<file path="config.mk">
export PLATFORM = sky130hd
export DESIGN_NAME = lcd_text_writer
export DESIGN_NICKNAME = d
export VERILOG_FILES = /design/src/rtl/lcd_text_writer.sv
export SDC_FILE = /design/constraint.sdc
export NUM_CORES = 1
export LEC_CHECK = 0
export ABC_AREA = 1
export ABC_CLOCK_PERIOD_IN_PS = 2550
export CORE_MARGIN = 5
export CORE_UTILIZATION = 50
export DETAILED_ROUTE_END_ITERATION = 6
export PLACE_DENSITY = 0.68
export SLEW_MARGIN = 20
export SYNTH_ARGS = -nofsm -noshare
export SYNTH_HDL_FRONTEND = slang
export SYNTH_SLANG_ARGS = --single-unit
</file>
<file path="constraint.sdc">
create_clock -name clk -period 2.55 [get_ports clk]
set_input_delay 0.51 -clock clk [delete_from_list [all_inputs] [get_ports clk]]
set_output_delay 0.51 -clock clk [all_outputs]
set_load 0.01 [all_outputs]
</file>
<file path="src/rtl/lcd_text_writer.sv">
// Push-button character entry: debounced presses queue ASCII codes in a FIFO,
// and an HD44780-style write FSM prints them with automatic line wrapping.
module lcd_text_writer #(
  parameter int DEBOUNCE_CYCLES = 500000,
  parameter int FIFO_DEPTH      = 16,
  parameter int SETUP_CYCLES    = 3,
  parameter int E_PULSE_CYCLES  = 12,
  parameter int EXEC_CYCLES     = 2500,
  parameter int COLS            = 16,
  parameter int ROWS            = 2
) (
  input  logic       clk,
  input  logic       reset,
  input  logic [7:0] data_btn,
  input  logic       button,
  input  logic       debounce_en,
  output logic       RW_btn_lcd,
  output logic       RS_btn_lcd,
  output logic       E_btn_lcd,
  output logic [7:0] data_btn_lcd,
  output logic       busy,
  output logic       fifo_full,
  output logic       overflow
);

  localparam int AW   = $clog2(FIFO_DEPTH);
  localparam int CNTW = AW + 1;
  localparam int CW   = $clog2(COLS + 1);

  typedef enum logic [1:0] {S_IDLE, S_SETUP, S_PULSE, S_WAIT} state_t;

  logic        sync1_q, sync2_q;
  logic        level_q, level_d, en_q;
  logic [31:0] db_cnt_q, db_cnt_d;
  logic        press_d;
  logic        push_q;
  logic [7:0]  pdata_q;

  logic [7:0]      mem_q [FIFO_DEPTH];
  logic [AW-1:0]   wr_ptr_q, rd_ptr_q;
  logic [CNTW-1:0] count_q;
  logic            full, empty, pop, wr_en, overflow_q;

  state_t      state_q, state_d;
  logic [31:0] cnt_q, cnt_d;
  logic        rs_q, rs_d, cmd_q, cmd_d;
  logic [7:0]  data_q, data_d;
  logic [CW-1:0] col_q, col_d;
  logic        row_q, row_d, row_nx;

  // Accepted level; a change of debounce_en in this cycle masks the edge so
  // switching the filter off cannot fabricate a press.
  always_comb begin
    level_d  = level_q;
    db_cnt_d = '0;
    if (!debounce_en) begin
      level_d = sync2_q;
    end else if (sync2_q != level_q) begin
      if (db_cnt_q == 32'(DEBOUNCE_CYCLES - 1)) level_d = sync2_q;
      else db_cnt_d = db_cnt_q + 32'd1;
    end
    press_d = level_d & ~level_q & (debounce_en == en_q);
  end

  always_ff @(posedge clk) en_q <= debounce_en;

  always_ff @(posedge clk) begin
    if (reset) begin
      sync1_q  <= 1'b0;
      sync2_q  <= 1'b0;
      level_q  <= 1'b0;
      db_cnt_q <= '0;
      push_q   <= 1'b0;
      pdata_q  <= '0;
    end else begin
      sync1_q  <= button;
      sync2_q  <= sync1_q;
      level_q  <= level_d;
      db_cnt_q <= db_cnt_d;
      push_q   <= press_d;
      pdata_q  <= data_btn;
    end
  end

  assign full  = (count_q == CNTW'(FIFO_DEPTH));
  assign empty = (count_q == '0);
  assign wr_en = push_q & (~full | pop);

  always_ff @(posedge clk) begin
    if (wr_en) mem_q[wr_ptr_q] <= pdata_q;
  end

  always_ff @(posedge clk) begin
    if (reset) begin
      wr_ptr_q   <= '0;
      rd_ptr_q   <= '0;
      count_q    <= '0;
      overflow_q <= 1'b0;
    end else begin
      if (wr_en) wr_ptr_q <= wr_ptr_q + AW'(1);
      if (pop)   rd_ptr_q <= rd_ptr_q + AW'(1);
      if (wr_en && !pop)      count_q <= count_q + CNTW'(1);
      else if (!wr_en && pop) count_q <= count_q - CNTW'(1);
      if (push_q && !wr_en) overflow_q <= 1'b1;
    end
  end

  assign row_nx = (ROWS > 1) ? ~row_q : 1'b0;

  always_comb begin
    state_d = state_q;
    cnt_d   = cnt_q;
    rs_d    = rs_q;
    data_d  = data_q;
    cmd_d   = cmd_q;
    col_d   = col_q;
    row_d   = row_q;
    pop     = 1'b0;
    case (state_q)
      S_IDLE: begin
        if (!empty) begin
          pop     = 1'b1;
          data_d  = mem_q[rd_ptr_q];
          rs_d    = 1'b1;
          cmd_d   = 1'b0;
          cnt_d   = '0;
          state_d = S_SETUP;
        end
      end
      S_SETUP: begin
        if (cnt_q == 32'(SETUP_CYCLES - 1)) begin
          cnt_d   = '0;
          state_d = S_PULSE;
        end else cnt_d = cnt_q + 32'd1;
      end
      S_PULSE: begin
        if (cnt_q == 32'(E_PULSE_CYCLES - 1)) begin
          cnt_d   = '0;
          state_d = S_WAIT;
        end else cnt_d = cnt_q + 32'd1;
      end
      S_WAIT: begin
        if (cnt_q == 32'(EXEC_CYCLES - 1)) begin
          cnt_d = '0;
          if (cmd_q) begin
            cmd_d   = 1'b0;
            state_d = S_IDLE;
          end else if (col_q == CW'(COLS - 1)) begin
            // Line full: chain the DDRAM address command without visiting IDLE.
            col_d   = '0;
            row_d   = row_nx;
            rs_d    = 1'b0;
            data_d  = row_nx ? 8'hC0 : 8'h80;
            cmd_d   = 1'b1;
            state_d = S_SETUP;
          end else begin
            col_d   = col_q + CW'(1);
            state_d = S_IDLE;
          end
        end else cnt_d = cnt_q + 32'd1;
      end
      default: state_d = S_IDLE;
    endcase
  end

  always_ff @(posedge clk) begin
    if (reset) begin
      state_q <= S_IDLE;
      cnt_q   <= '0;
      rs_q    <= 1'b0;
      data_q  <= '0;
      cmd_q   <= 1'b0;
      col_q   <= '0;
      row_q   <= 1'b0;
    end else begin
      state_q <= state_d;
      cnt_q   <= cnt_d;
      rs_q    <= rs_d;
      data_q  <= data_d;
      cmd_q   <= cmd_d;
      col_q   <= col_d;
      row_q   <= row_d;
    end
  end

  assign RW_btn_lcd   = 1'b0;
  assign RS_btn_lcd   = rs_q;
  assign data_btn_lcd = data_q;
  assign E_btn_lcd    = (state_q == S_PULSE);
  assign busy         = (state_q != S_IDLE);
  assign fifo_full    = full;
  assign overflow     = overflow_q;

endmodule

</file>
==> flow_summary.ini, run 1 <==
[clocking]
clock-sinks = 241
cts_max_path_buffers = 3
htreeDepth = 1
clock_latency_ns = 0.53
cts_buffers = 26
cts_root_buf = clkbuf_16
clk_pin_slew_worst_paths_ns = 0.06
cts_tree = yes
cts_hold_buf = 0

[placed_design]
portBuffers = 24
dp_hpwl_um = 17190
gp_congestion = 0.9017

[pwr]
power_density_nw_per_um2 = 856.0
p_leak_nw = 4.670
peakVddDrop_mv = 0.5566

[hold_path]
holdPathStages = 2
holdCritPathClass = reg -> reg

[synthesis]
yosysWarningCount = 0
synth_top_area_share = 0.3351
synthXorXnorAreaFrac = 0.04123
synth-simple-area-share = 0.2535
synth_compound_area_frac = 0.08868
seq_area_frac_synth = 0.5323
ys_types = 41
synthAdderAreaFrac = 0.02029
ys_top_cells_by_count = nand2_1 (256), nor2_1 (255), edfxtp_1 (128)
syn_area_um2 = 11470
synth_area_leaders = edfxtp_1 (34%), dfxtp_1 (20%), nand2_1 (8.4%), nor2_1 (8.3%), inv_1 (3.7%)
synthMuxAreaShare = 0
synth_nets = 1367
synth_top_area_cell = edfxtp_1
syn_avg_cell_area_um2 = 8.580
synthCells = 1337
synth_top_family_by_area = simple AND/OR/NAND/NOR gates
synth_edf_count = 128
ys_ff_latch = 241
yosysMostFrequentCell = nand2_1
synthArstFlopShare = 0
synth_flop_cell = edfxtp_1

[route]
drtIter0Drc = 557
drtAntennaViolNets = 0
wl_per_cell_um = 15.62
viasPerCell = 5.259
routed-via-count = 8751
drc = 0
first_pass_iters = 5
wl_um = 25990

[critical_path]
crit_path_start_kind = flop
rr_worst_depth = 14
crit_path_max_fanout = 5
worstPathArrival_ns = 1.89
critical_path_class = reg -> out
cp-end-kind = primary output
required_ns = 2.04
reg2reg_setup_slack_ns = 0.17

[grt]
overflow = 0
grt_pass1_vias = 8274
antenna_found_initial = 0
grt_usage = 0.1990
grt_pass1_wl_um = 42420
grt_start_max_net_pins = 66

[flow_run]
drv_cap = 0

[floorplanning]
fp.dieH_um = 161.5
rows = 55
core_um2 = 22640
die_w_um = 161.5
die_area_um2 = 26070
start_util = 0.5067
io_pins = 26

[finish]
drive_gt1_frac = 0.1022
num_antenna_cells = 0
area_growth_pct = 12.61
fin_nets = 1389
final_util = 0.5705

[sta]
post-route-period-util = 0.9416
max_clock_freq_mhz = 416.5
min_period_ns = 2.401
rsz0062_at_grt = no
hold_viol = 0
relSlewSlack = 0.4558
setup_viol = 0
fin_setup_tns_ns = 0
worstMarginPinSlew_ns = 0.8133
finClkSkew_ns = 0.005545
drv_slew = 0

[status]
status = complete, no violations
[layer usage]
layer / track usage / vias up / wire [µm]
met5: 0 / - / 0
li1: - / 4435 / -
met2: 0.3380 / 207 / 12570
met4: 0.05855 / 0 / 846
met3: 0.02577 / 58 / 1211
met1: 0.2685 / 4051 / 11360
[per-stage QoR]
step	setup slack (ns)	std cells	hold slack (ns)	instance area (µm²)	total power, mW
after global placement	0.1702	1614	0.4171	11970	7.162
after CTS	0.03089	1663	0.4152	12870	11.08
after global routing	0.03032	1664	0.4490	12920	11.66
after floorplan	0.1352	1337	0.3883	11470	6.394
final	0.1489	1664	0.4041	12920	11.06
after detailed placement	0.07774	1614	0.4146	11970	7.224
[state kept, by name, indices dropped and copies added (netlist names), 2 cells and up, named ones only]
signal and cells:
mem_q 128, cnt_q 32, db_cnt_q 32, data_btn_lcd 8, pdata_q 8, col_q 5, count_q 5, rd_ptr_q 4
wr_ptr_q 4, state_q 2
[report_power, final]
group	switching (mW)	internal, mW
clock	1.55	2.16
sequential	0.137	4.24
combinational	1.93	1.04
total	3.62	7.44
[layout by cell type (no fill, tap or decap), types with 21 or more instances in the layout]
master,instances
a21oi_1,43
clkbuf_16,30
clkdlybuf4s50_1,21
dfxtp_1,112
edfxtp_1,128
inv_1,112
nand2_1,255
nand3_1,76
nor2_1,254
o211ai_1,22
o21ai_0,73
xor2_1,40
[timing repair]
action / 4_1_cts / 5_1_grt
pin swaps: 0 / 1
gates resized for setup: 4 / 11
cloned: 1 / 0
buffers inserted: 0 / 1
endpoints found under the setup margin: 1 / 3
[worst paths after layout]
path	start	end
worst max-delay path	state_q[0]$_SDFFE_PP0P_	E_btn_lcd
worst max register to register	count_q[1]$_SDFFE_PP0P_	count_q[3]$_SDFFE_PP0P_
worst min register to register	sync1_q$_SDFF_PP0_	sync2_q$_SDFF_PP0_
worst min-delay path	sync1_q$_SDFF_PP0_	sync2_q$_SDFF_PP0_
[critical path: stages, from the launching register on]
cell and delay, ns:
dfxtp_1 0.31, inv_1 0.13, ha_1 0.32, clkdlybuf4s50_1 0.60
[final cells by class]
type | count | area (µm²)
clock buffers | 35 | 779.5
clock inverters | 13 | 78.83
fillers | 2060 | 9723
inverters | 131 | 491.7
multi-input cells | 918 | 4677
flip-flops and latches | 241 | 6107
well taps | 285 | 356.6
repair buffers | 41 | 426.7
[cell families after synthesis]
| group | after synthesis |
|---|---|
| other | 1 |
| DFF | 241 |
| buffers and inverters | 178 |
| and+or+nand+nor | 671 |
| AOI/OAI and AO/OA | 174 |
| xor gates and xnor gates | 54 |
| adders and majority gates | 18 |
Power figures use the tool's default switching activity.
==> run 2, diff against run 1 <==
--- a/config.mk
+++ b/config.mk
@@ -10,7 +10,7 @@
 export CORE_MARGIN = 5
 export CORE_UTILIZATION = 50
 export DETAILED_ROUTE_END_ITERATION = 6
-export PLACE_DENSITY = 0.68
+export PLACE_DENSITY = 0.69
 export SLEW_MARGIN = 20
 export SYNTH_ARGS = -nofsm -noshare
 export SYNTH_HDL_FRONTEND = slang
==> flow_summary.ini, run 2 (synthesis results as in run 1) <==
[floorplanning]
fp.dieH_um = 161.5
die_w_um = 161.5
die_area_um2 = 26070
core_um2 = 22640
io_pins = 26
rows = 55
start_util = 0.5067

[critical_path]
worstPathArrival_ns = 1.87
cp-end-kind = primary output
required_ns = 2.04
crit_path_start_kind = flop
crit_path_max_fanout = 5
critical_path_class = reg -> out

[pwr]
power_frac_seq = 0.402
clkPwrFrac = 0.323
peakVddDrop_mv = 0.5526
p_comb_frac = 0.275
switching_share = 0.3278
switchingPower_mw = 3.562
power_density_nw_per_um2 = 844.4
p_leak_nw = 4.646
p_int_mw = 7.304

[clocking]
cts_root_buf = clkbuf_16
clock-sinks = 241
cts_max_path_buffers = 3
cts_setup_buffers = 0
htreeDepth = 1
clk_pin_slew_worst_paths_ns = 0.06
clock_latency_ns = 0.54
cts_tree = yes
cts_buffers = 26

[status]
status = complete, no violations

[sta]
finClkSkew_ns = 0.01088
drv_slew = 0
whs_ns = 0.3352
setup_viol = 0
min_period_ns = 2.377
post-route-period-util = 0.9322
worst_slack_ns = 0.1729
worstMarginPinSlew_ns = 0.7726
relSlewSlack = 0.4830
max_clock_freq_mhz = 420.7
hold_viol = 0

[route]
routed-via-count = 8794
drc = 0
wl_per_cell_um = 15.62
drtAntennaViolNets = 0
drtIter0Drc = 561
viasPerCell = 5.279
wl_um = 26020
first_pass_iters = 5

[placed_design]
portBuffers = 24
dpl.cell_count = 1617
dp_hpwl_um = 17080
place_ws_ns = 0.1531
gp_congestion = 0.8992

[grt]
grt_pass1_wl_um = 42860
grt.met2_usage = 0.3452
overflow = 0
grt_pass1_vias = 8491
antenna_found_initial = 0
use_met3 = 0.02934
grt_use_met1 = 0.2630
grt_usage = 0.2005
grt_start_max_net_pins = 66
busiest_layer = met2

[finish]
layoutNonFillerInstCount = 1666
fin_nets = 1391
largest_register_ffs = 128
final_cell_mix = nand2_1 (255), nor2_1 (253), edfxtp_1 (128)
drive_gt1_frac = 0.09993
layout_commonest_cell = nand2_1
area_growth_pct = 12.19
top_register = mem_q
top_regs = mem_q x128, cnt_q x32, db_cnt_q x32
num_antenna_cells = 0

[hold_path]
holdCritPathClass = in -> reg

[flow_run]
drv_cap = 0
[run 2: worst max-delay path, stage by stage, from the launching register on]
cell	delay, ns
dfxtp_1	0.32
buf_4	0.12
ha_1	0.29
clkdlybuf4s50_1	0.60
[run 2: repair_timing]
action | 4_1_cts | 5_1_grt
setup endpoints to repair | 1 | 3
gates cloned | 1 | 0
gates resized for setup | 4 | 10
hold endpoints to repair | 0 | 0
hold buffers | 0 | 0
[run 2: final timing paths]
check,cells past startpoint,end,startpoint,slack (ns)
worst max-delay path,3,E_btn_lcd,state_q[1]$_SDFFE_PP0P_,0.17
worst min-delay path,2,pdata_q[2]$_SDFF_PP0_,reset,0.34
worst max register to register,14,count_q[3]$_SDFFE_PP0P_,state_q[0]$_SDFFE_PP0P_,0.25
worst min register to register,2,sync2_q$_SDFF_PP0_,sync1_q$_SDFF_PP0_,0.41
[run 2: per-layer routing]
metal | vias up | share of wire
met5 | - | 0
met4 | 0 | 0.031
met3 | 47 | 0.049
met2 | 195 | 0.47
met1 | 4113 | 0.45
li1 | 4439 | -
[run 2: final cells by class]
type	instances	area (µm²)
Multi-Input combinational cell	918	4664
Fill cell	2044	9771
Clock inverter	9	56.30
Sequential cell	241	6107
Inverter	131	491.7
Tap cell	285	356.6
Clock buffer	39	739.5
Timing Repair Buffer	43	454.2
[run 2: through the flow]
stage	total power, mW	utilization	TNS [ns]	cell area [µm²]
6_report	10.87	0.5684	0	12870
3_5_place_dp	7.269	0.5302	0	12000
5_1_grt	11.49	0.5684	-0.01137	12870
4_1_cts	10.93	0.5673	0	12840
3_3_place_gp	7.216	0.5302	0	12000
2_1_floorplan	6.394	-	0	11470
[run 2: power by group through the flow]
stage / sequential, mW / combinational, mW / clock [mW]
after floorplan: 4.44 / 1.95 / 0
after CTS: 4.37 / 2.98 / 3.58
final: 4.37 / 2.98 / 3.51
after detailed placement: 4.45 / 2.82 / 0
after global routing: 4.39 / 3.35 / 3.75
after global placement: 4.45 / 2.77 / 0
==> run 3, diff against run 2 <==
--- a/config.mk
+++ b/config.mk
@@ -7,10 +7,12 @@
 export LEC_CHECK = 0
 export ABC_AREA = 1
 export ABC_CLOCK_PERIOD_IN_PS = 2550
-export CORE_MARGIN = 5
+export CORE_ASPECT_RATIO = 1.1
+export CORE_MARGIN = 8
 export CORE_UTILIZATION = 50
 export DETAILED_ROUTE_END_ITERATION = 6
 export PLACE_DENSITY = 0.69
+export SKIP_CTS_REPAIR_TIMING = 1
 export SLEW_MARGIN = 20
 export SYNTH_ARGS = -nofsm -noshare
 export SYNTH_HDL_FRONTEND = slang
==> flow_summary.ini, run 3 (synthesis results as in run 1) <==
[finish]
final_cell_mix = nand2_1 (256), nor2_1 (253), edfxtp_1 (128)
final_util = 0.5647
layoutNonFillerInstCount = 1680
drive_gt1_frac = 0.09710
layout_commonest_cell = nand2_1
largest_register_ffs = 128
multi_input_area_um2 = 4658
seqCellArea_um2 = 6108
area_growth_pct = 11.81
fin_area_um2 = 12830
top_regs = mem_q x128, cnt_q x32, db_cnt_q x32
num_antenna_cells = 0
fin_nets = 1391
nFillCells = 2070
top_register = mem_q

[route]
drc = 0
wl_um = 25950
wl_per_cell_um = 15.45
drtAntennaViolNets = 0
routed-via-count = 8703
viasPerCell = 5.180
drtIter0Drc = 640
first_pass_iters = 5

[critical_path]
worstPathArrival_ns = 1.87
cp-startpoint = count_q[1]$_SDFFE_PP0P_
r2r_start = state_q[1]$_SDFFE_PP0P_
critical_path_class = reg -> out
cp-end-kind = primary output
rr_worst_depth = 15
crit_path_start_kind = flop
crit_path_max_fanout = 4
required_ns = 2.04

[pwr]
p_comb_frac = 0.278
switching_share = 0.3352
peakVddDrop_mv = 0.5619
switchingPower_mw = 3.605
p_int_mw = 7.151
p_leak_nw = 4.590
power_frac_seq = 0.408
clkPwrFrac = 0.315
power_density_nw_per_um2 = 838.6

[sta]
relSlewSlack = 0.4630
min_period_ns = 2.384
hold_viol = 0
max_clock_freq_mhz = 419.5
finClkSkew_ns = 0.01211
post-route-period-util = 0.9349
worst_slack_ns = 0.1660
setup_viol = 0
drv_slew = 0
worstMarginPinSlew_ns = 0.8026
rsz0062_at_grt = no

[placed_design]
gp_congestion = 0.8917
portBuffers = 24
placed_area_um2 = 12010
place_ws_ns = 0.1157
dpl.cell_count = 1633
dp_hpwl_um = 17680

[clocking]
cts_root_buf = clkbuf_16
cts_buffers = 25
clock-sinks = 241
cts_tree = yes
clock_latency_ns = 0.52
htreeDepth = 1
cts_max_path_buffers = 3
clk_pin_slew_worst_paths_ns = 0.06

[grt]
grt_start_max_net_pins = 66
overflow = 0
grt_pass1_wl_um = 42230
antenna_found_initial = 0
grt_pass1_vias = 8261
grt_usage = 0.1831

[hold_path]
holdPathStages = 2
min-delay-start = reset
holdCritPathClass = in -> reg

[floorplanning]
rows = 58
io_pins = 26
start_util = 0.5050
core_um2 = 22710
die_area_um2 = 28050
die_w_um = 160.4
fp.dieH_um = 174.9

[flow_run]
drv_cap = 0

[status]
status = complete, no violations
run 3: through the flow:
stage / hold slack (ns) / power, mW / TNS, ns
after floorplan: 0.3883 / 6.394 / 0
after global placement: 0.4423 / 7.272 / 0
after detailed placement: 0.4558 / 7.318 / 0
after CTS: 0.2545 / 10.71 / -0.3527
after global routing: 0.2595 / 11.32 / 0
final: 0.2646 / 10.76 / 0
run 3: worst max-delay path, cell delays in order (launching register included):
cell and delay (ns):
dfxtp_1 0.35, nor2_2 0.15, nand3_1 0.09, nor2_2 0.11, buf_4 0.13, clkdlybuf4s50_1 0.53
run 3: path summary, 6_finish.rpt:
check                             to  slack, ns
min               sync1_q$_SDFF_PP0_       0.26
max                        fifo_full       0.17
max reg2reg  count_q[4]$_SDFFE_PP0P_       0.23
min reg2reg       sync2_q$_SDFF_PP0_       0.45
run 3: final cells by class:
class,count,area share
well taps,300,0.02927
multi-input cells,918,0.3632
clock inverters,15,0.008682
flip-flops and latches,241,0.4762
repair buffers,44,0.03356
clock buffers,31,0.05053
inverters,131,0.03853
run 3: power by group through the flow:
stage / sequential (mW) / clock (mW) / combinational, mW
4_1_cts: 4.38 / 3.46 / 2.86
6_report: 4.39 / 3.38 / 2.98
2_1_floorplan: 4.44 / 0 / 1.95
3_5_place_dp: 4.47 / 0 / 2.85
5_1_grt: 4.41 / 3.61 / 3.30
3_3_place_gp: 4.46 / 0 / 2.81
run 3: per-layer routing:
layer  up-vias  share of wire  GRT usage
li1       4449              -          -
met4         0          0.022    0.05417
met3        44          0.042    0.01953
met5         -              0          0
met2       172           0.51     0.3288
met1      4038           0.43     0.2274
==> RTL change 1 (flow settings as in run 2) <==
Change the parameter `FIFO_DEPTH` from 16 to 8.
--- a/src/rtl/lcd_text_writer.sv
+++ b/src/rtl/lcd_text_writer.sv
@@ -2,7 +2,7 @@
 // and an HD44780-style write FSM prints them with automatic line wrapping.
 module lcd_text_writer #(
   parameter int DEBOUNCE_CYCLES = 500000,
-  parameter int FIFO_DEPTH      = 16,
+  parameter int FIFO_DEPTH      = 8,
   parameter int SETUP_CYCLES    = 3,
   parameter int E_PULSE_CYCLES  = 12,
   parameter int EXEC_CYCLES     = 2500,
Formal check against the unedited RTL: no difference found for any inputs over 10 cycles, from zero or initial values and one cycle with reset high; that may be too few to reach the edited logic, so the function may still have changed.
==> RTL change 1 against run 2 <==
Global-route usage fell by 1.1 points. Via count is 24% lower. Area after synthesis shrank 28%. Non-clock buffer count shrank 3. Final cell count fell by 23%. Setup slack lost 0.0044 ns. Die area decreased by 26%. Routed wire length decreased by 30%. Design area shrank 27%. Power down 33%. Fmax fell by 0.18%. Sequential cell count is 68 lower. Largest cell class unchanged.
==> RTL change 1: results (changes against run 2) <==
metric,value,unit,change
syn_nets,1045,,-24%
total number of vias,6689,,-24%
vias in the first global route,6074,,-28%
DR pass1 iterations,6,,+1
flop2flop setup slack,0.23,ns,-0.02 ns
first-pass GRT wire length,29970,um,-30%
worst reg2reg path depth,17,,+3
Area contributors post-synth,"dfxtp_1, edfxtp_1, nand2_1, nor2_1, inv_1",,
Slew @ Worst Pin,0.9034,ns,+0.1308 ns
Routed met1 length,8681,um,-25%
Worst Hold End,sync2_q,,
ys flop type,dfxtp_1,,
CP arrival,1.87,ns,about the same
Final Wtd Congestion,0.9054,,+0.69%
status,finished clean,,
total global-route track usage,0.1895,,-0.01103
max-slew violations,0,,unchanged
"Distinct cells, synth",45,,+9.8%
sequential share of the synthesized area,0.4969,,-0.03539
dpl cells,1255,,-22%
mux cell area share after synthesis,0.007272,,+0.007272
Synth Area in Compound Gates,0.08181,,-0.006872
met2 wire len,8360,um,-32%
Worst Setup EP,busy,,
Post-synth EDFFs,64,,-50%
"Clk Latency, worst-skew pair",0.43,ns,-0.11 ns
Peak supply drop,551.7,uV,-0.16%
Post-Synth XOR/XNOR Area,0.02969,,-0.01154
Met3 Routed Length,877,um,-31%
DP HPWL,12720,um,-26%
Vias/cell,5.197,,-1.5%
clock skew,0.01301,ns,+0.002137 ns
leakage,3.341,nW,-28%
Hold WS,0.4165,ns,+0.08131 ns
Crit. Startpoint,state_q[0],,
layout cells sized above 1,0.09091,,-0.009018
Hold Crit Start,sync1_q,,
Nets,1081,,-22%
top post-synthesis cells by count,"nand2_1, nor2_1, dfxtp_1",,
largest registers,"mem_q (64), cnt_q (32), db_cnt_q (32)",,
largest net degree at the start of global routing,37,,-44%
Mean Syn Cell Area,8.113,sq um,-5.4%
min-delay worst type,flop to flop,,
area post-placement,8782,sq um,-27%
cts bufs inserted,17,,-35%
WL/cell,14.11,um,-9.7%
period utilization,0.9339,,+0.001720
DR iter-0 viols,524,,-6.6%
Critical Path Max Stage Delay,0.58,ns,-0.02 ns
GR met2 Demand/Resource,0.3006,,-0.04463
CTS HTree Levels,4,,+3
[RTL change 1: cell types whose count changed in the layout (fill, tap and decap cells not counted), moves of 12 or more]
cell / run 2 / this run
xor2_1: 40 / 20
nor2_1: 253 / 176
nand3_1: 76 / 60
edfxtp_1: 128 / 64
nor3_1: 18 / 30
nand2_1: 255 / 194
o211ai_1: 22 / 8
o21ai_0: 74 / 45
nand3_2: 13 / 0
a21oi_2: 14 / 0
[RTL change 1: layout make-up]
class	count	area, sq um
inverter	109	409.1
clock buffer	19	432.9
timing repair buffer	40	360.3
sequential	173	4105
fill	1475	7029
multi-input combinational	713	3664
tap	220	275.3
clock inverter	13	131.4
[RTL change 1: what timing repair did]
item / CTS / global route
gates resized for setup: 0 / 7
endpoints found under the setup margin: 0 / 3
hold buffers: 0 / 0
[RTL change 1: power breakdown]
group,internal (mW),switching [mW],total [mW]
clock,1.37,1.13,2.50
sequential,3.00,0.151,3.15
combinational,0.581,1.07,1.65
==> RTL change 2 (config.mk and constraints of run 2) <==
Made on the original files. Add an input register stage for `data_btn`, without a reset; this delays it by one clock. The other inputs are not delayed to match.
--- a/src/rtl/lcd_text_writer.sv
+++ b/src/rtl/lcd_text_writer.sv
@@ -29,6 +29,12 @@
 
   typedef enum logic [1:0] {S_IDLE, S_SETUP, S_PULSE, S_WAIT} state_t;
 
+  logic [7:0] data_btn_q;
+
+  always_ff @(posedge clk) begin
+    data_btn_q <= data_btn;
+  end
+
   logic        sync1_q, sync2_q;
   logic        level_q, level_d, en_q;
   logic [31:0] db_cnt_q, db_cnt_d;
@@ -78,7 +84,7 @@
       level_q  <= level_d;
       db_cnt_q <= db_cnt_d;
       push_q   <= press_d;
-      pdata_q  <= data_btn;
+      pdata_q  <= data_btn_q;
     end
   end
 
Behaviour: not the same (a bounded check fails within 10 cycles, from zero or initial values and one cycle with reset high).
==> RTL change 2 against run 2 <==
Synthesized cell count rose by 0.60%. Setup slack got worse by 0.042 ns. Design area rose by 1.8%. Clock power rose by 6.8%. Critical path depth did not move. Routed wire length rose by 1.5%. Register-to-register slack got worse by 0.07 ns. Area after synthesis rose by 0.55%. Non-clock buffer count rose by 15. Count of clock-buffer cells in the layout fell by 9. Sequential cell count rose by 8. Core utilization rose by 0.84 points. Power rose by 3.5%. Largest power group unchanged.
==> RTL change 2: results (changes against run 2) <==
metric,value,unit,change
diode count,0,,unchanged
WL/cell,15.65,um,+0.21%
ys flop type,edfxtp_1,,
clock skew,0.01684,ns,+0.005963 ns
Area contributors post-synth,"edfxtp_1, dfxtp_1, nor2_1, nand2_1, inv_1",,
DR pass1 iterations,5,,unchanged
CTS root buffer,clkbuf_16,,
Top Usage Layer GRT,met2,,
sequential share of the synthesized area,0.5433,,+0.01100
min-delay worst type,flop to flop,,
fraction of registers with async set/reset,0,,unchanged
largest registers,"mem_q (128), cnt_q (32), db_cnt_q (32)",,
Port-buffer cells,24,,unchanged
clock-pin slew on the worst setup and hold paths,0.06,ns,about the same
vias in the first global route,8803,,+3.7%
post-cts hold buffer count,0,,unchanged
Sw Pwr,3.737,mW,+4.9%
worst-path fanout max,7,,+2
syn_nets,1375,,+0.59%
CTS HTree Levels,1,,unchanged
met1 GRT Util,0.2631,,about the same
layout cells sized above 1,0.1020,,+0.002070
initial antenna violation count,0,,unchanged
status,finished clean,,
"Clk Latency, worst-skew pair",0.53,ns,
"Distinct cells, synth",46,,+12%
Slew @ Worst Pin,0.7111,ns,-0.06156 ns
Peak supply drop,595.8,uV,+7.8%
DR iter-0 viols,768,,+37%
Post-synth EDFFs,128,,unchanged
# DRC,0,,unchanged
YS warnings,0,,unchanged
Final Wtd Congestion,0.8845,,-1.6%
total global-route track usage,0.2026,,+0.002087
DP HPWL,17190,um,+0.65%
largest net degree at the start of global routing,66,,unchanged
top post-synthesis cells by count,"nor2_1, nand2_1, edfxtp_1",,
# Post-CTS Setup Buffers,0,,unchanged
first-pass GRT wire length,43810,um,+2.2%
GR met2 Demand/Resource,0.3508,,+0.005594
fill count,1990,,-2.6%
maximum clock insertion buffer count,3,,unchanged
met3 Resource Use GR,0.02512,,-0.004224
CP arrival,1.91,ns,+0.04 ns
leakage,4.617,nW,-0.63%
total number of vias,8974,,+2.0%
cts bufs inserted,26,,unchanged
-- RTL change 2: cell count changes after synthesis, sizes merged, moves of 8 or more --
cell / before / now
nor2: 274 / 266
nand2: 265 / 252
dfxtp: 113 / 121
xor2: 40 / 24
o21ai: 77 / 86
a21oi: 57 / 79
nand3: 89 / 98
-- RTL change 2: layer usage --
metal	routed length (um)	vias up
li1	-	4545
met1	11610	4170
met2	12760	197
met3	1137	62
met4	897	0
met5	0	-
-- RTL change 2: power groups by stage --
stage	combinational (mW)	clock, mW	sequential [mW]
after floorplan	1.92	0	4.58
after global placement	2.73	0	4.60
after detailed placement	2.79	0	4.60
after CTS	2.95	3.86	4.52
after global routing	3.30	4.01	4.55
final	2.97	3.75	4.52
-- RTL change 2: logic make-up after synthesis --
logic type / synth area share
flip-flops: 0.5433
other: 0.0003251
AO/OA/AOI/OAI: 0.09774
buffers and inverters: 0.06032
adder cells (fa/ha/maj): 0.02018
AND/OR/NAND/NOR: 0.2531
XOR/XNOR: 0.02506
-- RTL change 2: area by class of cell --
type / instances / share of cell area
clock inverters: 18 / 0.01051
inverters: 121 / 0.03477
clock buffers: 30 / 0.05569
repair buffers: 58 / 0.04212
multi-input cells: 926 / 0.3510
well taps: 285 / 0.02722
flip-flops and latches: 249 / 0.4787
-- RTL change 2: worst paths after layout --
| check | slack [ns] | cells after the start | to | startpoint |
|---|---|---|---|---|
| hold / removal | 0.40 | 2 | pdata_q[2] | data_btn_q[2] |
| hold reg to reg | 0.40 | 2 | pdata_q[2] | data_btn_q[2] |
| setup reg to reg | 0.18 | 15 | count_q[4] | state_q[1] |
| setup / recovery | 0.13 | 3 | E_btn_lcd | state_q[0] |
-- RTL change 2: critical path, cell delays in order (launching register included) --
cell             delay (ns)
dfxtp_2                0.34
inv_2                  0.10
ha_1                   0.34
clkdlybuf4s50_1        0.60
-- RTL change 2: repair_timing --
| action | in CTS | in global routing |
|---|---|---|
| gates resized for setup | 6 | 10 |
| gates cloned | 1 | 0 |
| setup endpoints to repair | 1 | 3 |
-- RTL change 2: stage by stage --
stage | setup slack [ns] | instance area [sq um] | hold WS [ns] | std cells | utilization
5_1_grt | 0.01074 | 13100 | 0.4117 | 1687 | 0.5768
2_1_floorplan | 0.02630 | 11530 | 0.3883 | 1345 | -
4_1_cts | 0.01173 | 13070 | 0.3898 | 1687 | 0.5756
3_3_place_gp | 0.1418 | 12160 | 0.3920 | 1638 | 0.5355
3_5_place_dp | 0.03598 | 12160 | 0.3944 | 1638 | 0.5355
6_report | 0.1314 | 13100 | 0.4001 | 1687 | 0.5768
